===== config.mk =====
export PLATFORM = sky130hd
export DESIGN_NAME = reg_array_sequencer
export DESIGN_NICKNAME = d
export VERILOG_FILES = /design/src/rtl/reg_array_sequencer.sv
export SDC_FILE = /design/constraint.sdc
export NUM_CORES = 1
export LEC_CHECK = 0
export CORE_MARGIN = 4
export CORE_UTILIZATION = 40
export CTS_CLUSTER_DIAMETER = 30
export CTS_CLUSTER_SIZE = 14
export DETAILED_ROUTE_END_ITERATION = 10
export GPL_ROUTABILITY_DRIVEN = 0
export PLACE_DENSITY = 0.79
export SYNTH_ARGS = -nofsm -noshare
export SYNTH_HDL_FRONTEND = slang
export SYNTH_SLANG_ARGS = --single-unit

===== constraint.sdc =====
create_clock -name clk -period 1.7 [get_ports clk]
set_input_delay 0.34 -clock clk [delete_from_list [all_inputs] [get_ports clk]]
set_output_delay 0.34 -clock clk [all_outputs]
set_load 0.005 [all_outputs]

===== src/rtl/reg_array_sequencer.sv =====
// reg_array_sequencer
//   Control stage in front of the 8 x 14-bit register array. It accepts an
//   instruction over a valid/ready handshake and sequences it through
//   IDLE -> DECODE -> (EXEC | MEM) -> WB. Along the way it drives the array's
//   load strobes, read selects, ALU code, rin write data and RAM requests.
//   Optional feature macro: REG_SEQ_MEM_TIMEOUT_EN. When it is defined, the
//   MEM wait is bounded to TIMEOUT cycles and err_timeout is a sticky error.
//   Without it, MEM waits indefinitely and err_timeout is tied low.
//   rst is synchronous and active-low.

module reg_array_sequencer #(
   parameter int DATA_W  = 14,
   parameter int NREG    = 8,
   parameter int TIMEOUT = 15
) (
   input  logic                    clk,
   input  logic                    rst,
   input  logic [DATA_W-1:0]       instr,
   input  logic                    instr_valid,
   output logic                    instr_ready,
   input  logic [DATA_W-1:0]       mem_rdata,
   input  logic                    mem_ack,
   output logic                    mem_rd,
   output logic                    mem_wr,
   output logic [DATA_W-1:0]       rin_out,
   output logic [NREG-1:0]         ldR,
   output logic [NREG-1:0]         ldALU,
   output logic [$clog2(NREG)-1:0] selrd1,
   output logic [$clog2(NREG)-1:0] selrd2,
   output logic [$clog2(NREG)-1:0] selram,
   output logic [2:0]              alu_op,
   output logic                    busy,
   output logic                    halted,
   output logic                    illegal,
   output logic                    err_timeout
);

   localparam int RW = $clog2(NREG);

   typedef enum logic [2:0] {
      S_IDLE   = 3'd0,
      S_DECODE = 3'd1,
      S_EXEC   = 3'd2,
      S_MEM    = 3'd3,
      S_WB     = 3'd4,
      S_HALT   = 3'd5
   } state_t;

   state_t            state_reg, state_next;
   logic [DATA_W-1:0] instr_reg;
   logic [DATA_W-1:0] rin_reg;
   logic              fire;
   logic              mem_expired;

   // Decoded fields of the latched instruction
   logic [3:0]        op_f;
   logic [RW-1:0]     rd_f;
   logic [NREG-1:0]   rd_onehot;
   logic              is_ldi, is_load, is_store, is_halt, is_nop, is_alu, is_undef;

   assign op_f     = instr_reg[13:10];
   assign rd_f     = instr_reg[9:7];
   assign is_nop   = (op_f == 4'b0000);
   assign is_ldi   = (op_f == 4'b0001);
   assign is_load  = (op_f == 4'b0010);
   assign is_store = (op_f == 4'b0011);
   assign is_halt  = (op_f == 4'b0100);
   assign is_alu   = op_f[3];
   assign is_undef = !(is_nop || is_ldi || is_load || is_store || is_halt || is_alu);

   // The selects come straight from the latched word. They are loaded at the
   // handshake edge, so they are valid from DECODE and hold until the next
   // accept.
   assign selrd1  = instr_reg[6:4];
   assign selrd2  = instr_reg[3:1];
   assign selram  = instr_reg[3:1];
   assign alu_op  = is_alu ? op_f[2:0] : 3'b000;
   assign rin_out = rin_reg;

   // One decoder per register for the writeback strobe
   genvar gi;
   generate
      for (gi = 0; gi < NREG; gi++) begin : g_rd_dec
         assign rd_onehot[gi] = (rd_f == RW'(gi));
      end
   endgenerate

   // instr_ready is already gated by rst, so a handshake never fires during reset
   assign fire = instr_valid && instr_ready;

`ifdef REG_SEQ_MEM_TIMEOUT_EN
   logic [3:0] cnt_reg;
   logic       err_reg;

   // The counter holds the number of MEM cycles already spent. It reaches
   // TIMEOUT-1 in the TIMEOUT-th MEM cycle, and that is the last cycle in
   // which an ack is still accepted.
   assign mem_expired = (cnt_reg == 4'(TIMEOUT - 1));
   assign err_timeout = err_reg;

   // MEM cycle counter; it is cleared whenever the FSM is outside MEM
   always_ff @(posedge clk) begin
      if (!rst)                 cnt_reg <= 4'd0;
      else if (state_reg == S_MEM) cnt_reg <= cnt_reg + 4'd1;
      else                      cnt_reg <= 4'd0;
   end

   // Sticky timeout flag; an ack in the final cycle takes priority over expiry
   always_ff @(posedge clk) begin
      if (!rst)
         err_reg <= 1'b0;
      else if (state_reg == S_MEM && !mem_ack && mem_expired)
         err_reg <= 1'b1;
   end
`else
   assign mem_expired = 1'b0;
   assign err_timeout = 1'b0;
`endif

   // State register
   always_ff @(posedge clk) begin
      if (!rst) state_reg <= S_IDLE;
      else      state_reg <= state_next;
   end

   // Instruction latch and rin write-data register
   always_ff @(posedge clk) begin
      if (!rst) begin
         instr_reg <= '0;
         rin_reg   <= '0;
      end else begin
         if (fire)
            instr_reg <= instr;
         if (state_reg == S_DECODE && is_ldi)
            rin_reg <= {{(DATA_W-7){1'b0}}, instr_reg[6:0]};
         else if (state_reg == S_MEM && is_load && mem_ack)
            rin_reg <= mem_rdata;
      end
   end

   // Next-state logic
   always_comb begin
      state_next = state_reg;
      case (state_reg)
         S_IDLE:   if (fire) state_next = S_DECODE;
         S_DECODE: begin
            if (is_ldi)                   state_next = S_WB;
            else if (is_alu)              state_next = S_EXEC;
            else if (is_load || is_store) state_next = S_MEM;
            else if (is_halt)             state_next = S_HALT;
            else                          state_next = S_IDLE;
         end
         S_EXEC:   state_next = S_WB;
         S_MEM: begin
            if (mem_ack)          state_next = is_load ? S_WB : S_IDLE;
            else if (mem_expired) state_next = S_IDLE;
         end
         S_WB:     state_next = S_IDLE;
         S_HALT:   state_next = S_HALT;
         default:  state_next = S_IDLE;
      endcase
   end

   // Outputs decoded from the current state and the latched opcode
   always_comb begin
      instr_ready = 1'b0;
      busy        = 1'b0;
      halted      = 1'b0;
      illegal     = 1'b0;
      mem_rd      = 1'b0;
      mem_wr      = 1'b0;
      ldR         = '0;
      ldALU       = '0;
      instr_ready = (state_reg == S_IDLE) && rst;
      busy        = (state_reg != S_IDLE);
      halted      = (state_reg == S_HALT);
      illegal     = (state_reg == S_DECODE) && is_undef;
      mem_rd      = (state_reg == S_MEM) && is_load;
      mem_wr      = (state_reg == S_MEM) && is_store;
      if (state_reg == S_WB) begin
         if (is_alu)                ldALU = rd_onehot;
         else if (is_ldi || is_load) ldR  = rd_onehot;
      end
   end

endmodule


# ---- Word level (Yosys, flattened, before mapping)
# Cells that the tools add are included.
dict set report classes {
  n_reduce_logical 22
  n_mux 16
  eq_ne 18
  n_bitwise 1
}
# operator n
set op_table {}
lappend op_table {{2-to-1 mux 8 bit} 5}
lappend op_table {{2-to-1 mux 3 bit} 8}
lappend op_table {{equality test 3 bit (second input constant)} 6}
lappend op_table {{case mux 3 bit (5 select lines)} 1}
lappend op_table {{2-to-1 mux 7 bit} 2}
lappend op_table {{equality test 3 x 2 -> 1 bit (second input constant)} 4}
lappend op_table {{equality test 4 x 2 -> 1 bit (second input constant)} 2}
lappend op_table {{logical AND 1 bit} 7}
lappend op_table {{logical OR 1 bit} 7}
lappend op_table {{equality test 3 x 1 -> 1 bit (second input constant)} 2}
lappend op_table {{zero test 3 bit} 2}
lappend op_table {{equality test 4 x 1 -> 1 bit (second input constant)} 1}
lappend op_table {{equality test 4 x 3 -> 1 bit (second input constant)} 1}
lappend op_table {{zero test 4 bit} 1}
lappend op_table {{inequality test 2 bit (second input constant)} 2}
lappend op_table {{nonzero test 3 bit} 1}
lappend op_table {{AND reduction 2 bit} 1}
lappend op_table {{nonzero test 2 bit} 1}
lappend op_table {{OR reduction 2 bit} 1}
lappend op_table {{zero test 1 bit} 1}
lappend op_table {{NOT 1 bit} 1}
dict set report totals {
  reg_bits 31
  in_bits 32
  word_cells 61
}

# ---- Longest topological paths before layout
# Gate-level depths: netlist of the first run.
dict set report depth {
  word_depth 8
  mapped_depth 7
  ltp_nobuf 4
}

# ---- Worst setup path before layout of the first run
# OpenSTA, ideal clock, no wires.
dict set report synth_path {
  path_type {register to output}
  startpoint {register instr_reg[10]}
  endpoint {output port mem_rd}
  n_path_buf 1
  required_ns 1.360
  setup_slack_ns 0.204
  path_stages_with_launch 4
  arrival_time_ns 1.156
  path_cell_list {dfxtp_1 > buf_6 > or4b_4 > nor3_1}
}
dict set report synth_between {
  elab_chain_cells 2
}
# element line
set synth_lines {}
lappend synth_lines {{from (decl)} 50} ;# logic [DATA_W-1:0] instr_reg;
lappend synth_lines {{from (signal assigned)} 133} ;# instr_reg <= instr;
lappend synth_lines {{equality test 4 x 2 -> 1 bit} 65} ;# assign is_load = (op_f == 4'b0010);
lappend synth_lines {{logical AND 1 bit} 178} ;# mem_rd = (state_reg == S_MEM) && is_load;
lappend synth_lines {{to (decl)} 23} ;# output logic mem_rd,
# Every way passes these cells.

# ---- Worst setup path in the final report of the first run
dict set report layout_path {
  startpoint {register instr_reg[10]}
  endpoint {output port ldR[6]}
}
dict set report layout_between {
  elab_chain_cells 5
  elab_cells_between_ends 6
  classes_between {eq/ne (2); mux (3); reduce/logical (1)}
}
# element line
set layout_lines {}
lappend layout_lines {{equality test 4 x 1 -> 1 bit / equality test 4 x 2 -> 1 bit (equally long branches)} {64, 65}}
lappend layout_lines {{logical OR 1 bit (*)} 182} ;# else if (is_ldi || is_load) ldR = rd_onehot;
lappend layout_lines {{2-to-1 mux 8 bit (*)} 182}
lappend layout_lines {{2-to-1 mux 8 bit (*)} 181} ;# if (is_alu) ldALU = rd_onehot;
lappend layout_lines {{2-to-1 mux 8 bit (*)} 180} ;# if (state_reg == S_WB) begin
lappend layout_lines {{to (decl)} 26} ;# output logic [NREG-1:0] ldR,
# Mark *: on every way between the ends. The rest lies on a longest branch, timed or not.

==> summary.md, run 1 <==
| Metric | Value |
|---|---|
| Final Hold Viols | `0` |
| Largest net degree at the start of global routing | `29` |
| Most frequent cells in the layout | `54 x clkdlybuf4s50_1, 49 x nand2_1, 27 x buf_4` |
| Sw frac | `27.45%` |
| Final worst-path cycle share | `119.3%` |
| CP top delay family | `simple AND/OR/NAND/NOR gates` |
| Netlist Area Pre-Place | `0.001665 mm^2` |
| Design area | `0.002860 mm^2` |
| Worst r2r path cells | `10` |
| Ports | `81` |
| Leakage Power | `1.151 nW` |
| Critical path arrival | `1.69 ns` |
| Nets | `around 350` |
| Synth cell types | `36` |
| Worst path slowest cell | `dfxtp_4` |
| Routed vias | `1875` |
| Initial antenna violation count | `0` |
| Row cnt | `23` |
| Final setup viols | `30` |
| Power Dens Cells | `between 600 and 700 mW/mm^2` |
| Syn Inst Count | `223` |
| Maximum clock path buffer count | `2` |
| Hold path start | `rin_out[13]$_SDFFE_PP0P_` |
| Post-synth ARST share | `0%` |
| Mean Syn Cell Area | `7.468 um^2` |
| Vias in the first global route | `roughly 1800` |
| Routed WL | `5.254 mm` |
| Crit path time final | `2.028 ns` |
| Sequence of cells on the critical path | `xnor2_2, nor3_2, nand4_1, buf_4, buf_6, nor2_1, buf_2` |
| DRT antenna net count | `0` |
| Share of cells above drive strength 1 | `35.29%` |
| #FFs+latches synth | `31` |
| Full die area | `0.005260 mm^2` |
| Root buf cell | `clkbuf_8` |
| Die H | `72.53 um` |
| Setup crit start kind | `flop` |
| Final HPWL DP | `3.303 mm` |
| Placement Setup Slack | `-0.3245 ns` |
| Crit. path cell count | `7` |
| Placed cell count | `between 300 and 400` |
| Core Region | `0.004000 mm^2` |
| FF-to-FF setup slack | `-0.15 ns` |
| Combinational power share | `25.8%` |
| Post-Route Skew | `about 0.0086 ns` |
| CTS clk-pin slew, worst paths | `about 0.06 ns` |
| Mapped Nets | `255` |
| Critical Path Max Stage Delay | `0.35 ns` |
| MaxCap Viol Count | `0` |
| Gr usage total | `a little under a fifth` |
| Psw | `0.5085 mW` |
| CP Capture Type | `output pin` |
| Worst setup margin | `-0.3276 ns` |
| Worst Path Buf+Inv | `3` |
| Layout area overhead | `71.75%` |
| WP data required | `1.36 ns` |
| Vias per Instance | `around 5` |
| Number of synthesized flops with an enable pin | `0` |
| Seq pwr share | `approximately 45%` |
| Setup crit start | `instr_reg[10]$_SDFFE_PN0P_` |
| Pre-antenna DRT Iters | `4` |
| Max-slew violation count | `0` |
| Die W | `72.53 um` |
| Failing checks | `setup timing` |
| Placed cell area | `~0.0025 mm^2` |
| HP Class | `flop to flop` |
| Pint | `1.344 mW` |
| Peak Freq | `roughly 490 MHz` |
| Crit Reg-Reg Endpoint | `rin_out[10]$_SDFFE_PP0P_` |
| RSZ-0062 raised after global routing | `true` |
| Filler-free cell count of the finished design | `373` |
| Fillers | `292` |
| Clock share of power | `29.7%` |
| CP max FO | `3` |
| Total CTS buffers | `5` |
| Antenna fix cells | `0` |
| CTS Sinks | `31` |
| First-pass GRT wire length | `7.941 mm` |
| Skew-Pair Late Insertion Delay | `~0.28 ns` |
| Critical Path End | `ldR[6]` |
| Residual DRC | `0` |
| Port Buffer Count | `around 80` |
| Ys Warns | `0` |
| Drt wl/cell | `14.09 um` |
| Synth Flop Type | `dfxtp_1` |
| H-tree depth | `2` |
| Peak supply drop | `0.4126 mV` |
| Outcome | `complete, but fails checks` |
| Total Power | `1.852 mW` |
| Leading cell type in the layout, fill and taps excluded | `clkdlybuf4s50_1` |
| Seq/Total Area, Yosys | `37.27%` |
| Critical register-to-register path startpoint | `instr_reg[10]$_SDFFE_PN0P_` |
| Setup CP Type | `flop to output pin` |
| Number of hold buffers added after cts | `0` |
| Total grt overflow | `0` |
| Starting density of the core | `41.63%` |
| CTS tree | `yes` |
| DRT iter0 DRCs | `around 120` |
[synth_stat cells, types with 2 or more instances]
master    number  area share (%)
clkbuf_1       5             1.1
o21ai_0       14             4.2
buf_6          3             2.0
nor4b_4        2             2.9
a31oi_1        7             2.6
o21ai_1       11             3.3
nand2b_1       4             1.5
buf_4         15             6.8
buf_2          4             1.2
and2_1         4             1.5
nand4_1        3             1.1
dfxtp_1       31              37
nand2_1       60              14
nor3_1         7             2.1
nor2_1        20             4.5
xnor2_1        2             1.1
nand4b_1       2             1.1
a21oi_1       11             3.3
[layout make-up]
| class | count | area, um^2 | share of cell area [%] |
|---|---|---|---|
| repair buffers | 121 | 1096 | 38.32 |
| multi-input cells | 163 | 979.7 | 34.25 |
| flip-flops and latches | 31 | 640.6 | 22.40 |
| clock buffers | 7 | 76.32 | 2.668 |
| well taps | 50 | 62.56 | 2.187 |
| clock inverters | 1 | 5.005 | 0.1750 |
[metrics by stage]
stage	TNS (ns)	hold slack, ns	util [%]
2_1_floorplan	0	0.4253	-
3_3_place_gp	-2.510	0.4360	61.75
3_5_place_dp	-3.342	0.4451	61.75
4_1_cts	-2.302	0.4555	67.22
5_1_grt	-6.820	0.4737	71.50
6_report	-4.124	0.4527	71.50
[worst min-delay path by stage]
| stage | slack [ns] | endpoint | cells after the start |
|---|---|---|---|
| detailed placement | 0.45 | instr_reg[0]$_SDFFE_PN0P_ | 2 |
| global placement | 0.44 | instr_reg[0]$_SDFFE_PN0P_ | 2 |
| finish | 0.45 | rin_out[13]$_SDFFE_PP0P_ | 2 |
| global route | 0.47 | instr_reg[0]$_SDFFE_PN0P_ | 2 |
| CTS | 0.46 | rin_out[13]$_SDFFE_PP0P_ | 2 |
| floorplan | 0.43 | instr_reg[0]$_SDFFE_PN0P_ | 2 |
[timing repair]
| action | CTS | global route |
|---|---|---|
| endpoints found under the hold margin | 0 | 0 |
| pin swaps | 28 | 27 |
| buffers inserted | 21 | 4 |
| gates cloned | 0 | 1 |
| endpoints found under the setup margin | 25 | 39 |
| resized for setup | 101 | 50 |
[worst min-delay path, cell delays in order, from the launching register on]
cell and delay, ns:
dfxtp_1 0.31, nand2_1 0.05, a21oi_1 0.05
[kinds of logic after synthesis]
kind of cell	share of synthesized area (%)
AOI/OAI and AO/OA	14.88
xor gates and xnor gates	1.052
and+or+nand+nor	34.04
DFF	37.27
buffers and inverters	12.55
other	0.2252
[power by group through the flow]
stage / combinational [mW] / clock [mW] / sequential [mW]
6_report: 0.478 / 0.550 / 0.824
5_1_grt: 0.520 / 0.598 / 0.832
4_1_cts: 0.441 / 0.556 / 0.819
3_5_place_dp: 0.404 / 0 / 0.832
3_3_place_gp: 0.401 / 0 / 0.830
2_1_floorplan: 0.241 / 0 / 0.813
[routing by layer]
metal | track usage [%] | share of wire [%] | vias up
li1 | - | - | 934
met1 | 21.55 | 40 | 864
met2 | 32.36 | 51 | 58
met3 | 4.709 | 5.8 | 19
met4 | 9.836 | 3.8 | 0
met5 | 0 | 0 | -
Note: power is estimated with default switching activity, not from simulation.
==> inputs of run 2 (changes only) <==
Settings changed: CAP_MARGIN set to 0.
==> results of run 2 <==
No change in the layout: final DEF, timing and power equal those of run 1.
==> inputs of run 3 (changes only) <==
--- a/config.mk
+++ b/config.mk
@@ -8,3 +8,3 @@
 export CAP_MARGIN = 0
-export CORE_MARGIN = 4
+export CORE_MARGIN = 5
 export CORE_UTILIZATION = 40
==> constraint.sdc (replaced) <==
create_clock -name clk -period 1.7 [get_ports clk]
set_input_delay 0.255 -clock clk [delete_from_list [all_inputs] [get_ports clk]]
set_output_delay 0.255 -clock clk [all_outputs]
set_load 0.005 [all_outputs]
==> summary.md, run 3 (synthesized netlist as in run 1, its figures left out) <==
| Metric | Value |
|---|---|
| Outcome | `complete, but fails checks` |
| Failing checks | `setup timing` |
| Min Hold Slack | `0.4465 ns` |
| Critical register-to-register path startpoint | `instr_reg[10]$_SDFFE_PN0P_` |
| Critical Path Max Stage Delay | `0.34 ns` |
| CP max FO | `3` |
| Core Region | `0.004029 mm^2` |
| Vias per Instance | `4.948` |
| Fillers | `352` |
| Peak Freq | `535.6 MHz` |
| Most frequent cells in the layout | `60 x nand2_1, 55 x clkdlybuf4s50_1, 29 x buf_4` |
| Final Hold Viols | `0` |
| Die W | `74.53 um` |
| Critical path arrival | `1.61 ns` |
| HP Class | `flop to flop` |
| RSZ-0062 raised after global routing | `true` |
| Power Dens Cells | `a little under 700 mW/mm^2` |
| MaxCap Viol Count | `0` |
| CP Capture Type | `output pin` |
| Ports | `81` |
| Footprint of the multi-input gates | `884.6 um^2` |
| Crit path time final | `1.867 ns` |
| CTS Sinks | `31` |
| WP data required | `between 1 and 1.5 ns` |
| Setup CP Type | `flop to output pin` |
| Post-Route Skew | `0.003396 ns` |
| DRT antenna net count | `0` |
| Worst setup margin | `-0.1669 ns` |
| Residual DRC | `0` |
| Vias in the first global route | `about 1700` |
| CTS tree | `yes` |
| Routed WL | `5.070 mm` |
| Hold path start | `instr_reg[0]$_SDFFE_PN0P_` |
| Largest net degree at the start of global routing | `29` |
| CTS clk-pin slew, worst paths | `0.06 ns` |
| Setup crit start | `instr_reg[10]$_SDFFE_PN0P_` |
| Initial antenna violation count | `0` |
| Die H | `74.53 um` |
| Pre-antenna DRT Iters | `4` |
| Leakage Power | `between 1 and 1.5 nW` |
| Final HPWL DP | `3.502 mm` |
| Share of cells above drive strength 1 | `between 20% and 30%` |
| Port Buffer Count | `79` |
| Maximum clock path buffer count | `2` |
| Antenna fix cells | `0` |
| Row cnt | `23` |
| H-tree depth | `2` |
| Final worst-path cycle share | `109.8%` |
| First-pass GRT wire length | `7.914 mm` |
| Storage cell area | `634.4 um^2` |
| Worst path slowest cell | `dfxtp_2` |
| Total grt overflow | `0` |
| Max-slew violation count | `0` |
| Skew-Pair Late Insertion Delay | `0.28 ns` |
| Setup crit start kind | `flop` |
| Nets | `between 300 and 400` |
| Final setup viols | `12` |
| DRT iter0 DRCs | `143` |
| Number of hold buffers added after cts | `0` |
| Peak supply drop | `0.3999 mV` |
| Leading cell type in the layout, fill and taps excluded | `nand2_1` |
| Gr usage total | `18.40%` |
| Layout area overhead | `61.76%` |
| Root buf cell | `clkbuf_8` |
| Sequence of cells on the critical path | `xnor2_2, nor3_2, nand4b_1, buf_4, buf_6, nor2_1, buf_2` |
| Starting density of the core | `41.34%` |
| Design area | `0.002694 mm^2` |
| Routed vias | `1821` |
| Full die area | `0.005554 mm^2` |
| Drt wl/cell | `13.78 um` |
| Placed cell area | `0.002472 mm^2` |
| Total CTS buffers | `5` |
[run 3: final timing paths]
check                                            endpoint  slack [ns]  cells past startpoint
worst max-delay path                               ldR[3]       -0.17                      7
worst min-delay path            instr_reg[0]$_SDFFE_PN0P_        0.45                      2
worst max register to register    rin_out[4]$_SDFFE_PN0P_        0.12                      6
worst min register to register  instr_reg[0]$_SDFFE_PN0P_        0.45                      2
[run 3: cell type report]
type                       count  area share, %
multi-input combinational    163          32.84
sequential                    31          23.55
timing repair buffer         117          38.04
clock buffer                   6          3.065
clock inverter                 1         0.1858
tap                           50          2.322
[run 3: worst max-delay path: cells and delay by family, from the launching register on]
family | cells | cell delay [ns]
buffers and inverters | 3 | 0.42
and+or+nand+nor | 3 | 0.45
DFF | 1 | 0.34
xor gates and xnor gates | 1 | 0.13
[run 3: through the flow]
step	std cells	setup TNS (ns)	worst slack, ns	total power, mW	util (%)
floorplan	223	0	0.2889	1.054	-
global placement	343	-0.9060	-0.1392	1.239	61.37
detailed placement	343	-1.322	-0.1884	1.245	61.37
CTS	366	-0.7931	-0.1460	1.853	66.27
global route	368	-2.129	-0.2375	1.948	66.86
finish	368	-1.033	-0.1669	1.859	66.86
[run 3: routing by layer]
| metal | wire length, um | track usage (%) | vias up |
|---|---|---|---|
| met5 | 0 | 0 | - |
| met4 | 105 | 8.498 | 0 |
| met3 | 302 | 3.378 | 9 |
| met2 | 2637 | 33.07 | 54 |
| met1 | 2025 | 20.92 | 838 |
| li1 | - | - | 920 |
[run 3: what timing repair did]
action	CTS	global route
pin swaps	22	6
setup buffers	16	2
gates resized for setup	86	22
endpoints found under the setup margin	25	34
[run 3: where the power goes]
part	switching, mW	internal, mW	total (mW)
clock network	0.264	0.317	0.581
logic	0.184	0.271	0.455
registers	0.0500	0.774	0.824
